File: src/rtl/rm_pkg.sv
// Shared types for the read_manage slice: access encodings,
// refill FSM states and the load/store classifier.
package rm_pkg;

  localparam int LINE_W = 128;
  localparam int WORD_W = 32;

  typedef enum logic [2:0] {
    MT_LDW  = 3'b000,
    MT_STW  = 3'b001,
    MT_LDB  = 3'b010,
    MT_LDH  = 3'b011,
    MT_LDBU = 3'b100,
    MT_LDHU = 3'b101,
    MT_STB  = 3'b110,
    MT_STH  = 3'b111
  } mem_type_e;

  typedef enum logic [1:0] {
    S_IDLE = 2'd0,
    S_FILL = 2'd1,
    S_DONE = 2'd2
  } state_e;

  function automatic logic is_load(
    input logic [2:0] t
  );
    return !((t == MT_STW) ||
             (t == MT_STB) ||
             (t == MT_STH));
  endfunction

endpackage

File: src/rtl/read_manage_load_extract.sv
// Load extraction: picks word/half/byte from a 128-bit line and extends it.
// Optional RM_ALE_CHECK_EN flags misaligned ld.w/ld.h(u) and zeroes the data.
module load_extract
  import rm_pkg::*;
(
  input  logic [LINE_W-1:0] line,
  input  logic [3:0]        addr,
  input  logic [2:0]        mtype,
  output logic [WORD_W-1:0] data,
  output logic              ale
);

  logic [31:0] word_v;
  logic [15:0] half_v;
  logic [7:0]  byte_v;
  logic [31:0] ext_v;

  // slice the addressed word, halfword and byte out of the line
  always_comb begin
    word_v = line[{addr[3:2], 5'b0} +: 32];
    half_v = line[{addr[3:1], 4'b0} +: 16];
    byte_v = line[{addr[3:0], 3'b0} +: 8];
  end

  // sign or zero extend according to access type
  always_comb begin
    ext_v = word_v;
    unique case (mem_type_e'(mtype))
      MT_LDB:  ext_v = {{24{byte_v[7]}}, byte_v};
      MT_LDBU: ext_v = {24'h0, byte_v};
      MT_LDH:  ext_v = {{16{half_v[15]}}, half_v};
      MT_LDHU: ext_v = {16'h0, half_v};
      default: ext_v = word_v;
    endcase
  end

`ifdef RM_ALE_CHECK_EN
  logic mis;

  // misalignment check, zeroing the result on fault
  always_comb begin
    mis = 1'b0;
    unique case (mem_type_e'(mtype))
      MT_LDW:  mis = (addr[1:0] != 2'b00);
      MT_LDH:  mis = addr[0];
      MT_LDHU: mis = addr[0];
      default: mis = 1'b0;
    endcase
    ale  = mis;
    data = mis ? 32'h0 : ext_v;
  end
`else
  // low address bits already truncated by the slicing above
  always_comb begin
    ale  = 1'b0;
    data = ext_v;
  end
`endif

endmodule

File: src/rtl/read_manage.sv
// Cache read manager: hit-load extraction and 4-beat line refill.
// Optional RM_ALE_CHECK_EN enables misaligned-load detection (ale).
module read_manage
  import rm_pkg::*;
(
  input  logic               clk,
  input  logic               rst,
  input  logic               hit_valid,
  input  logic [LINE_W-1:0]  hit_line,
  input  logic               refill_start,
  input  logic [31:0]        req_addr,
  input  logic [2:0]         mem_type,
  input  logic               ret_valid,
  input  logic               ret_last,
  input  logic [WORD_W-1:0]  ret_data,
  output logic [LINE_W-1:0]  r_line,
  output logic               line_valid,
  output logic               load_valid,
  output logic [WORD_W-1:0]  load_data,
  output logic               busy,
  output logic               proto_err,
  output logic               ale
);

  state_e state;
  state_e state_nx;

  logic [1:0]        cnt;
  logic [LINE_W-1:0] line_q;
  logic [3:0]        addr_q;
  logic [2:0]        type_q;
  logic              proto_q;
  logic              hit_pend;
  logic              ale_q;
  logic [WORD_W-1:0] load_q;

  logic              done_ld;
  logic              hit_ld;
  logic              start;
  logic              beat;

  logic [LINE_W-1:0] src_line;
  logic [3:0]        src_addr;
  logic [2:0]        src_type;
  logic [WORD_W-1:0] ext_data;
  logic              ext_ale;

  logic unused_addr;
  assign unused_addr = ^req_addr[31:4];

  // state register
  always_ff @(posedge clk) begin
    if (rst) state <= S_IDLE;
    else     state <= state_nx;
  end

  // next state and per-state outputs
  always_comb begin
    state_nx   = state;
    busy       = 1'b0;
    line_valid = 1'b0;
    proto_err  = 1'b0;
    done_ld    = 1'b0;
    unique case (state)
      S_IDLE: begin
        if (refill_start) state_nx = S_FILL;
      end
      S_FILL: begin
        busy = 1'b1;
        if (ret_valid &&
            (ret_last || cnt == 2'd3))
          state_nx = S_DONE;
      end
      S_DONE: begin
        busy       = 1'b1;
        line_valid = 1'b1;
        proto_err  = proto_q;
        done_ld    = is_load(type_q);
        state_nx   = S_IDLE;
      end
      default: state_nx = S_IDLE;
    endcase
  end

  // refill completion reads the assembled line, otherwise the hit line
  always_comb begin
    start  = (state == S_IDLE) && refill_start;
    beat   = (state == S_FILL) && ret_valid;
    hit_ld = (state == S_IDLE) && hit_valid &&
             !refill_start && is_load(mem_type);
    if (state == S_DONE) begin
      src_line = line_q;
      src_addr = addr_q;
      src_type = type_q;
    end else begin
      src_line = hit_line;
      src_addr = req_addr[3:0];
      src_type = mem_type;
    end
  end

  load_extract u_ext (
    .line  (src_line),
    .addr  (src_addr),
    .mtype (src_type),
    .data  (ext_data),
    .ale   (ext_ale)
  );

  // request latch, line assembly and load result hold
  always_ff @(posedge clk) begin
    if (rst) begin
      cnt      <= 2'd0;
      line_q   <= '0;
      addr_q   <= 4'h0;
      type_q   <= 3'b000;
      proto_q  <= 1'b0;
      hit_pend <= 1'b0;
      ale_q    <= 1'b0;
      load_q   <= '0;
    end else begin
      hit_pend <= hit_ld;
      if (hit_ld) begin
        load_q <= ext_data;
        ale_q  <= ext_ale;
      end
      if (done_ld) load_q <= ext_data;
      if (start) begin
        addr_q  <= req_addr[3:0];
        type_q  <= mem_type;
        line_q  <= '0;
        cnt     <= 2'd0;
        proto_q <= 1'b0;
      end
      if (beat) begin
        line_q[{cnt, 5'b0} +: 32] <= ret_data;
        cnt     <= cnt + 2'd1;
        proto_q <= ret_last && (cnt != 2'd3);
      end
    end
  end

  // outputs: refill load is combinational in DONE, hit load is registered
  always_comb begin
    r_line     = line_q;
    load_valid = done_ld | hit_pend;
    load_data  = done_ld ? ext_data : load_q;
    ale        = done_ld ? ext_ale : (hit_pend & ale_q);
  end

endmodule

File: config.mk
export PLATFORM = sky130hd
export DESIGN_NAME = read_manage
export DESIGN_NICKNAME = d
export VERILOG_FILES = /design/src/rtl/rm_pkg.sv /design/src/rtl/read_manage_load_extract.sv /design/src/rtl/read_manage.sv
export SDC_FILE = /design/constraint.sdc
export NUM_CORES = 1
export LEC_CHECK = 0
export BUFFER_PORTS_ARGS = -buffer_cell sky130_fd_sc_hd__buf_2
export CAP_MARGIN = 20
export CORE_AREA = 2 2 177 179
export DETAILED_ROUTE_END_ITERATION = 6
export DIE_AREA = 0 0 179 181
export GPL_TIMING_DRIVEN = 0
export MAX_ROUTING_LAYER = met4
export PLACE_DENSITY_LB_ADDON = 0.15
export SYNTH_ARGS = -nofsm -noshare
export SYNTH_HDL_FRONTEND = slang
export SYNTH_SLANG_ARGS = --single-unit
File: constraint.sdc
create_clock -name clk -period 3.8 [get_ports clk]
set_input_delay 0.76 -clock clk [delete_from_list [all_inputs] [get_ports clk]]
set_output_delay 0.76 -clock clk [all_outputs]
set_load 0.02 [all_outputs]
==> impl_metrics.yaml, run 1 <==
critical_path:
  cp.required_ps: 3040
  crit_fanout: 7
  path_cells: "inv_4, ha_4, mux2i_4, buf_4, mux4_2, a22oi_2, nand2_2, o221ai_4, buf_6, a31oi_2, buf_2"
  critPathMaxStageDelay_ps: 340
  startpoint: "state[0]"
  reg2reg_to: "load_q[19]"
  worstSetupPathType: "flop to output port"
  critical_path_buf_inv_count: 4
  worstPathArrival_ps: 3030
  worst-r2r-setup-slack_ps: 1030
  path_delay_family: "multiplexers"
  crit_path_top_delay_cell: "dfxtp_2"
  ff2ff_path_depth: 11
  r2r_start: "state[0]"
  start_kind: "flop"
  cp-end-kind: "output port"
routing:
  postRouteAntennaNets: 0
  avgViaCountPerCell: 5.83
  finalWirelength_mm: 50.4
  routedWlPerCell_um: 26.0
  drt_pass1_iterations: 5
  drcViolationCount: 0
  vias: 11300
  drt_iter0_markers: 1142
final_layout:
  stdcell_area_sq_um: 14200
  area_growth_pct: 34.0
  fillCellCount: 3033
  layout_common_cells: "buf_2 (336), nor2_1 (218), dfxtp_1 (172)"
  fin_nets: 1739
  final_common_cell: "buf_2"
  drive_gt1_share_pct: 41.6
  final_util_pct: 46.6
synth:
  synth_ff_type: "dfxtp_1"
  syn_area_per_cell_sq_um: 9.16
  synth_seq_cells: 173
  yosysWarnings: 0
  synth_nets: 1365
  seq_area_frac_synth_pct: 32.8
  synth_edf_count: 0
  ys_async_sr_fraction_pct: 0
  ys_types: 50
  netlist_instances: 1153
  syn-cell-area_sq_um: 10600
worst_hold_path:
  holdPathStages: 2
  hold_path_startpoint: "load_q[14]"
  holdPathEnd: "load_q[14]"
  hold_class: "flop to flop"
clock_tree:
  clkTransAtPathRegs_ps: 80
  cts_root_buf: "clkbuf_16"
  cts_tree: "yes"
  cts_max_path_buffers: 2
  clkLatencyLatePin_ps: 450
  htreeDepth: 4
  clock-sinks: 173
  cts_buffers: 17
run_status:
  status: "finished clean"
grt:
  grt_pass1_wl_mm: 71.9
  grt_pass1_vias: 10800
  gr-total-overflow: 0
  grt_usage_pct: 31.2
  grt_max_degree: 20
  antenna_found_initial: 2
die:
  ios: 366
  initial_core_util_pct: 34.8
  die_w_um: 179
  die_height_um: 181
  fp.coreArea_sq_um: 30300
  rows: 64
  die_area_sq_um: 32400
pwr:
  ir_worst_vdd_mv: 0.283
  leakagePower_nw: 5.92
  p_per_area_nw_per_um2: 455
sta:
  rsz0062_at_grt: "true"
  final_max_slew_viol_count: 0
  period_share_pct: 99.7
  finClkSkew_ps: 17.3
  setup_viol: 0
  fin_ws_ps: 12.9
  fmax_mhz: 264
  tightest_slew_ps: 834
  hold_violations: 0
  period_minus_slack_ps: 3790
  max-slew-margin-rel_pct: 44.4
placement:
  gp_congestion: 0.910
  port_buffers: 334
  placed_area_sq_um: 12700
  place_hpwl_mm: 39.3
  place_ws_ps: -565
run:
  timing.max_cap.violations: 0
synth_stat cells (3+ instances only):
master    instances  area (sq um)
a211oi_1         12          90.1
a21oi_1          42           210
a22o_1            8          70.1
a22oi_1         148          1110
a311oi_1         21           184
a311oi_2          4          60.1
a31oi_1          28           175
a32oi_1          17           149
and2_1            3          18.8
and4_1            3          26.3
buf_1             6          22.5
buf_2            33           165
buf_6             3          33.8
clkbuf_1         68           255
dfxtp_1         173          3460
ha_1             11           138
inv_1             9          33.8
mux2_2           65           732
mux2i_1         103          1030
mux4_2           46          1040
nand2_1          50           188
nor2_1          224           841
nor2b_1           7          43.8
nor3_1            7          35.0
o211ai_1          4          30.0
o21ai_0           6          30.0
or2_1             7          43.8
or2_2            18           113
how the worst max path moves through the flow:
stage                     to  slack, ps  depth (start not counted)
2_1_floorplan  load_data[10]        310                         11
4_1_cts         load_data[6]         -5                         10
3_5_place_dp    load_data[2]       -560                         10
3_3_place_gp    load_data[2]       -540                         10
5_1_grt        load_data[13]        -70                         12
6_report       load_data[27]         10                         11
power by group:
| group | total, mW | switching [mW] | internal [mW] |
|---|---|---|---|
| Sequential | 2.02 | 0.0880 | 1.94 |
| Clock | 1.81 | 0.917 | 0.889 |
| Combinational | 2.61 | 1.63 | 0.981 |
layer usage:
| metal | routed length (um) | vias to the layer above | track usage [%] | share of wire [%] |
|---|---|---|---|---|
| met5 | 0 | - | - | 0 |
| met2 | 23100 | 611 | 49.0 | 46 |
| met4 | 1600 | 0 | 9.95 | 3.2 |
| met1 | 21100 | 5524 | 40.1 | 42 |
| met3 | 4600 | 75 | 6.25 | 9.1 |
| li1 | - | 5080 | - | - |
worst register-to-register path, delay by kind of cell (launching register included):
kind / cells / cell delay [ps]
fa+ha+maj: 1 / 220
simple gates: 1 / 130
compound gates: 3 / 660
mux: 2 / 660
buf+inv: 4 / 630
flops: 1 / 340
state kept, by name (all words and copies together), names as in the netlist:
| register | flops |
|---|---|
| r_line | 128 |
| load_q | 32 |
| addr_q | 4 |
| type_q | 3 |
| cnt | 2 |
| state | 2 |
| hit_pend | 1 |
| proto_q | 1 |
stage by stage:
stage	instances	setup TNS, ps	power, mW	hold WS, ps
global placement	1883	-8120	4.33	484
finish	1938	0	6.44	497
global route	1938	-644	6.67	517
CTS	1928	-5.24	6.29	500
floorplan	1153	0	3.52	448
detailed placement	1883	-8520	4.35	486
cell families (layout without fill, tap and decap cells):
| kind of cell | count (synthesis) | after routing | share of synthesized area, % |
|---|---|---|---|
| and+or+nand+nor | 330 | 330 | 13.1 |
| AOI/OAI and AO/OA | 299 | 299 | 20.9 |
| muxes | 214 | 214 | 26.5 |
| DFF | 173 | 173 | 32.8 |
| buffers and inverters | 123 | 510 | 5.20 |
| adders and majority gates | 11 | 11 | 1.30 |
| xor gates and xnor gates | 2 | 2 | 0.166 |
| other | 1 | 3 | 0.0355 |
timing repair:
item,CTS,global route
pin swaps,10,2
hold buffers,0,0
setup endpoints to repair,32,32
setup buffers,11,8
gates resized for setup,119,58
gates cloned,3,0
layout make-up:
class / instances / area (sq um) / share of cell area [%]
inverters: 10 / 40.0 / 0.283
well taps: 396 / 495 / 3.50
repair buffers: 356 / 1900 / 13.4
multi-input cells: 857 / 7000 / 49.4
flip-flops and latches: 173 / 3460 / 24.5
clock inverters: 14 / 166 / 1.18
diodes: 2 / 5.00 / 0.0354
clock buffers: 18 / 429 / 3.03
plain buffers: 112 / 656 / 4.63
Note: power is estimated with default switching activity, not from simulation.
==> run 2, diff against run 1 <==
--- a/config.mk
+++ b/config.mk
@@ -7,12 +7,13 @@
 export LEC_CHECK = 0
 export BUFFER_PORTS_ARGS = -buffer_cell sky130_fd_sc_hd__buf_2
 export CAP_MARGIN = 20
-export CORE_AREA = 2 2 177 179
+export CORE_AREA = 5 5 180 182
 export DETAILED_ROUTE_END_ITERATION = 6
-export DIE_AREA = 0 0 179 181
+export DIE_AREA = 0 0 185 187
 export GPL_TIMING_DRIVEN = 0
 export MAX_ROUTING_LAYER = met4
 export PLACE_DENSITY_LB_ADDON = 0.15
+export REMOVE_ABC_BUFFERS = 1
 export SYNTH_ARGS = -nofsm -noshare
 export SYNTH_HDL_FRONTEND = slang
 export SYNTH_SLANG_ARGS = --single-unit
==> run 2 against run 1 <==
Against the previous run:
- the run now ends with setup timing left
- combinational power up 11%
- count of clock-buffer cells in the layout is the same
- routed wire length is 9.9% lower
- clock skew fell by 4.2 ps
- sequential power is essentially flat
- fmax decreased by 1.7%
- non-clock buffer count decreased by 61
- hold slack got worse by 12 ps
- critical path depth increased by 2
- die area increased by 6.8%
- largest cell class unchanged
- largest power group unchanged
- highest routed layer unchanged
==> impl_metrics.yaml, run 2 (synthesis results as in run 1) <==
routing:
  avgViaCountPerCell: 5.73
  finalWirelength_mm: 45.4
  drt_iter0_markers: 890
  drt_pass1_iterations: 5
  postRouteAntennaNets: 0
  vias: 10800
  routedWlPerCell_um: 24.2
  drcViolationCount: 0
sta:
  period_share_pct: 101
  fin_ws_ps: -51.7
  fmax_mhz: 260
  final.setup.tns_ps: -308
  tightest_slew_ps: 1010
  final_max_slew_viol_count: 0
  rsz0062_at_grt: "true"
  setup_viol: 15
  hold_violations: 0
  max-slew-margin-rel_pct: 32.3
  finClkSkew_ps: 13.1
  period_minus_slack_ps: 3850
  holdWs_ps: 486
final_layout:
  final_util_pct: 47.7
  final_common_cell: "buf_2"
  area_growth_pct: 37.4
  largest_reg_flops: 128
  drive_gt1_share_pct: 43.0
  fin_nets: 1679
  layout_common_cells: "buf_2 (311), nor2_1 (221), dfxtp_1 (170)"
  fillCellCount: 2952
pwr:
  pwr-share-clk_pct: 26.9
  swShare_pct: 39.0
  seq_power_share_pct: 30.3
  power_mw: 6.76
  ir_worst_vdd_mv: 0.274
  p_comb_share_pct: 42.8
  p_sw_mw: 2.63
  leakagePower_nw: 6.10
  p_per_area_nw_per_um2: 466
  cellInternalPower_mw: 4.12
critical_path:
  worst-r2r-setup-slack_ps: 760
  worstPathArrival_ps: 3090
  worstSetupPathType: "flop to output port"
  r2r_start: "state[0]"
  reg2reg_to: "load_q[18]"
  start_kind: "flop"
  crit_path_top_delay_cell: "dfxtp_2"
  path_delay_family: "buffers and inverters"
  cp_common_cell: "buf_12"
  crit_fanout: 6
  path_cells: "inv_2, ha_4, buf_12, mux2i_4, buf_6, mux4_2, a32oi_2, nand2_2, o221ai_4, buf_12, buf_12, a31oi_1, buf_4"
  critPathMaxStageDelay_ps: 340
  cp.required_ps: 3040
  cp-end-kind: "output port"
  critical_path_buf_inv_count: 6
  ff2ff_path_depth: 15
placement:
  port_buffers: 336
  place_hpwl_mm: 30.8
  gp_congestion: 0.790
clock_tree:
  cts_max_path_buffers: 2
  cts_buffers: 17
  htreeDepth: 4
  cts_tree: "yes"
  cts_root_buf: "clkbuf_16"
  clock-sinks: 173
  holdBufCountCts: 0
  clkLatencyLatePin_ps: 430
  clkTransAtPathRegs_ps: 70
grt:
  grt_max_degree: 91
  grt_pass1_vias: 10800
  gr-total-overflow: 0
  grt_pass1_wl_mm: 67.0
  antenna_found_initial: 3
  grt_usage_pct: 25.7
run:
  timing.max_cap.violations: 0
run_status:
  violations: "setup timing"
  status: "complete, but fails checks"
die:
  fp.coreArea_sq_um: 30400
  initial_core_util_pct: 34.7
  die_area_sq_um: 34600
  rows: 64
  die_height_um: 187
  ios: 366
  die_w_um: 185
worst_hold_path:
  hold_path_startpoint: "proto_q"
  holdPathStages: 2
  holdPathEnd: "proto_q"
  hold_class: "flop to flop"
[run 2: layer usage]
| metal | GRT usage (%) | share of wire [%] |
|---|---|---|
| met1 | 32.4 | 40 |
| met2 | 43.3 | 50 |
| met3 | 4.28 | 7.5 |
| met4 | 6.07 | 2.2 |
| met5 | - | 0 |
[run 2: power groups by stage]
stage          Clock, mW  Sequential (mW)  Combinational, mW
5_1_grt             1.93             2.06               3.07
2_1_floorplan          0             2.11               1.33
3_5_place_dp           0             2.08               2.43
4_1_cts             1.86             2.04               2.75
6_report            1.82             2.04               2.89
3_3_place_gp           0             2.11               2.25
[run 2: stage by stage]
step	instances	worst slack [ps]	instance area, sq um
global route	1879	-168	14500
global placement	1772	-7140	12200
finish	1879	-51.7	14500
floorplan	1040	-3560	10000
detailed placement	1797	-1250	12900
CTS	1865	-49.9	14200
[run 2: what timing repair did]
item | 4_1_cts | 5_1_grt
pin swaps | 8 | 9
buffers inserted | 30 | 9
endpoints found under the setup margin | 62 | 31
gates cloned | 6 | 3
gates resized for setup | 61 | 44
[run 2: how the worst max path moves through the flow]
stage | from | end | slack (ps) | cells past startpoint
final | state[0] | load_data[30] | -50 | 13
after global routing | state[0] | load_data[30] | -170 | 13
after CTS | state[0] | load_data[23] | -50 | 13
after detailed placement | state[0] | load_data[10] | -1250 | 11
after global placement | state[0] | load_q[7] | -7140 | 7
after floorplan | state[0] | load_data[3] | -3560 | 8
[run 2: area by class of cell]
cell class | instances | area (sq um) | area share, %
multi-input combinational | 858 | 6990 | 48.2
sequential | 173 | 3470 | 23.9
timing repair buffer | 407 | 2920 | 20.1
tap | 396 | 495 | 3.42
clock buffer | 18 | 429 | 2.96
clock inverter | 14 | 155 | 1.07
inverter | 10 | 40.0 | 0.276
antenna | 3 | 7.51 | 0.0517
[run 2: tightest hold or removal path: cells and delay by family (launching register included)]
kind	cells	cell delay [ps]
AO/OA/AOI/OAI	1	60
flip-flops	1	320
AND/OR/NAND/NOR	1	70
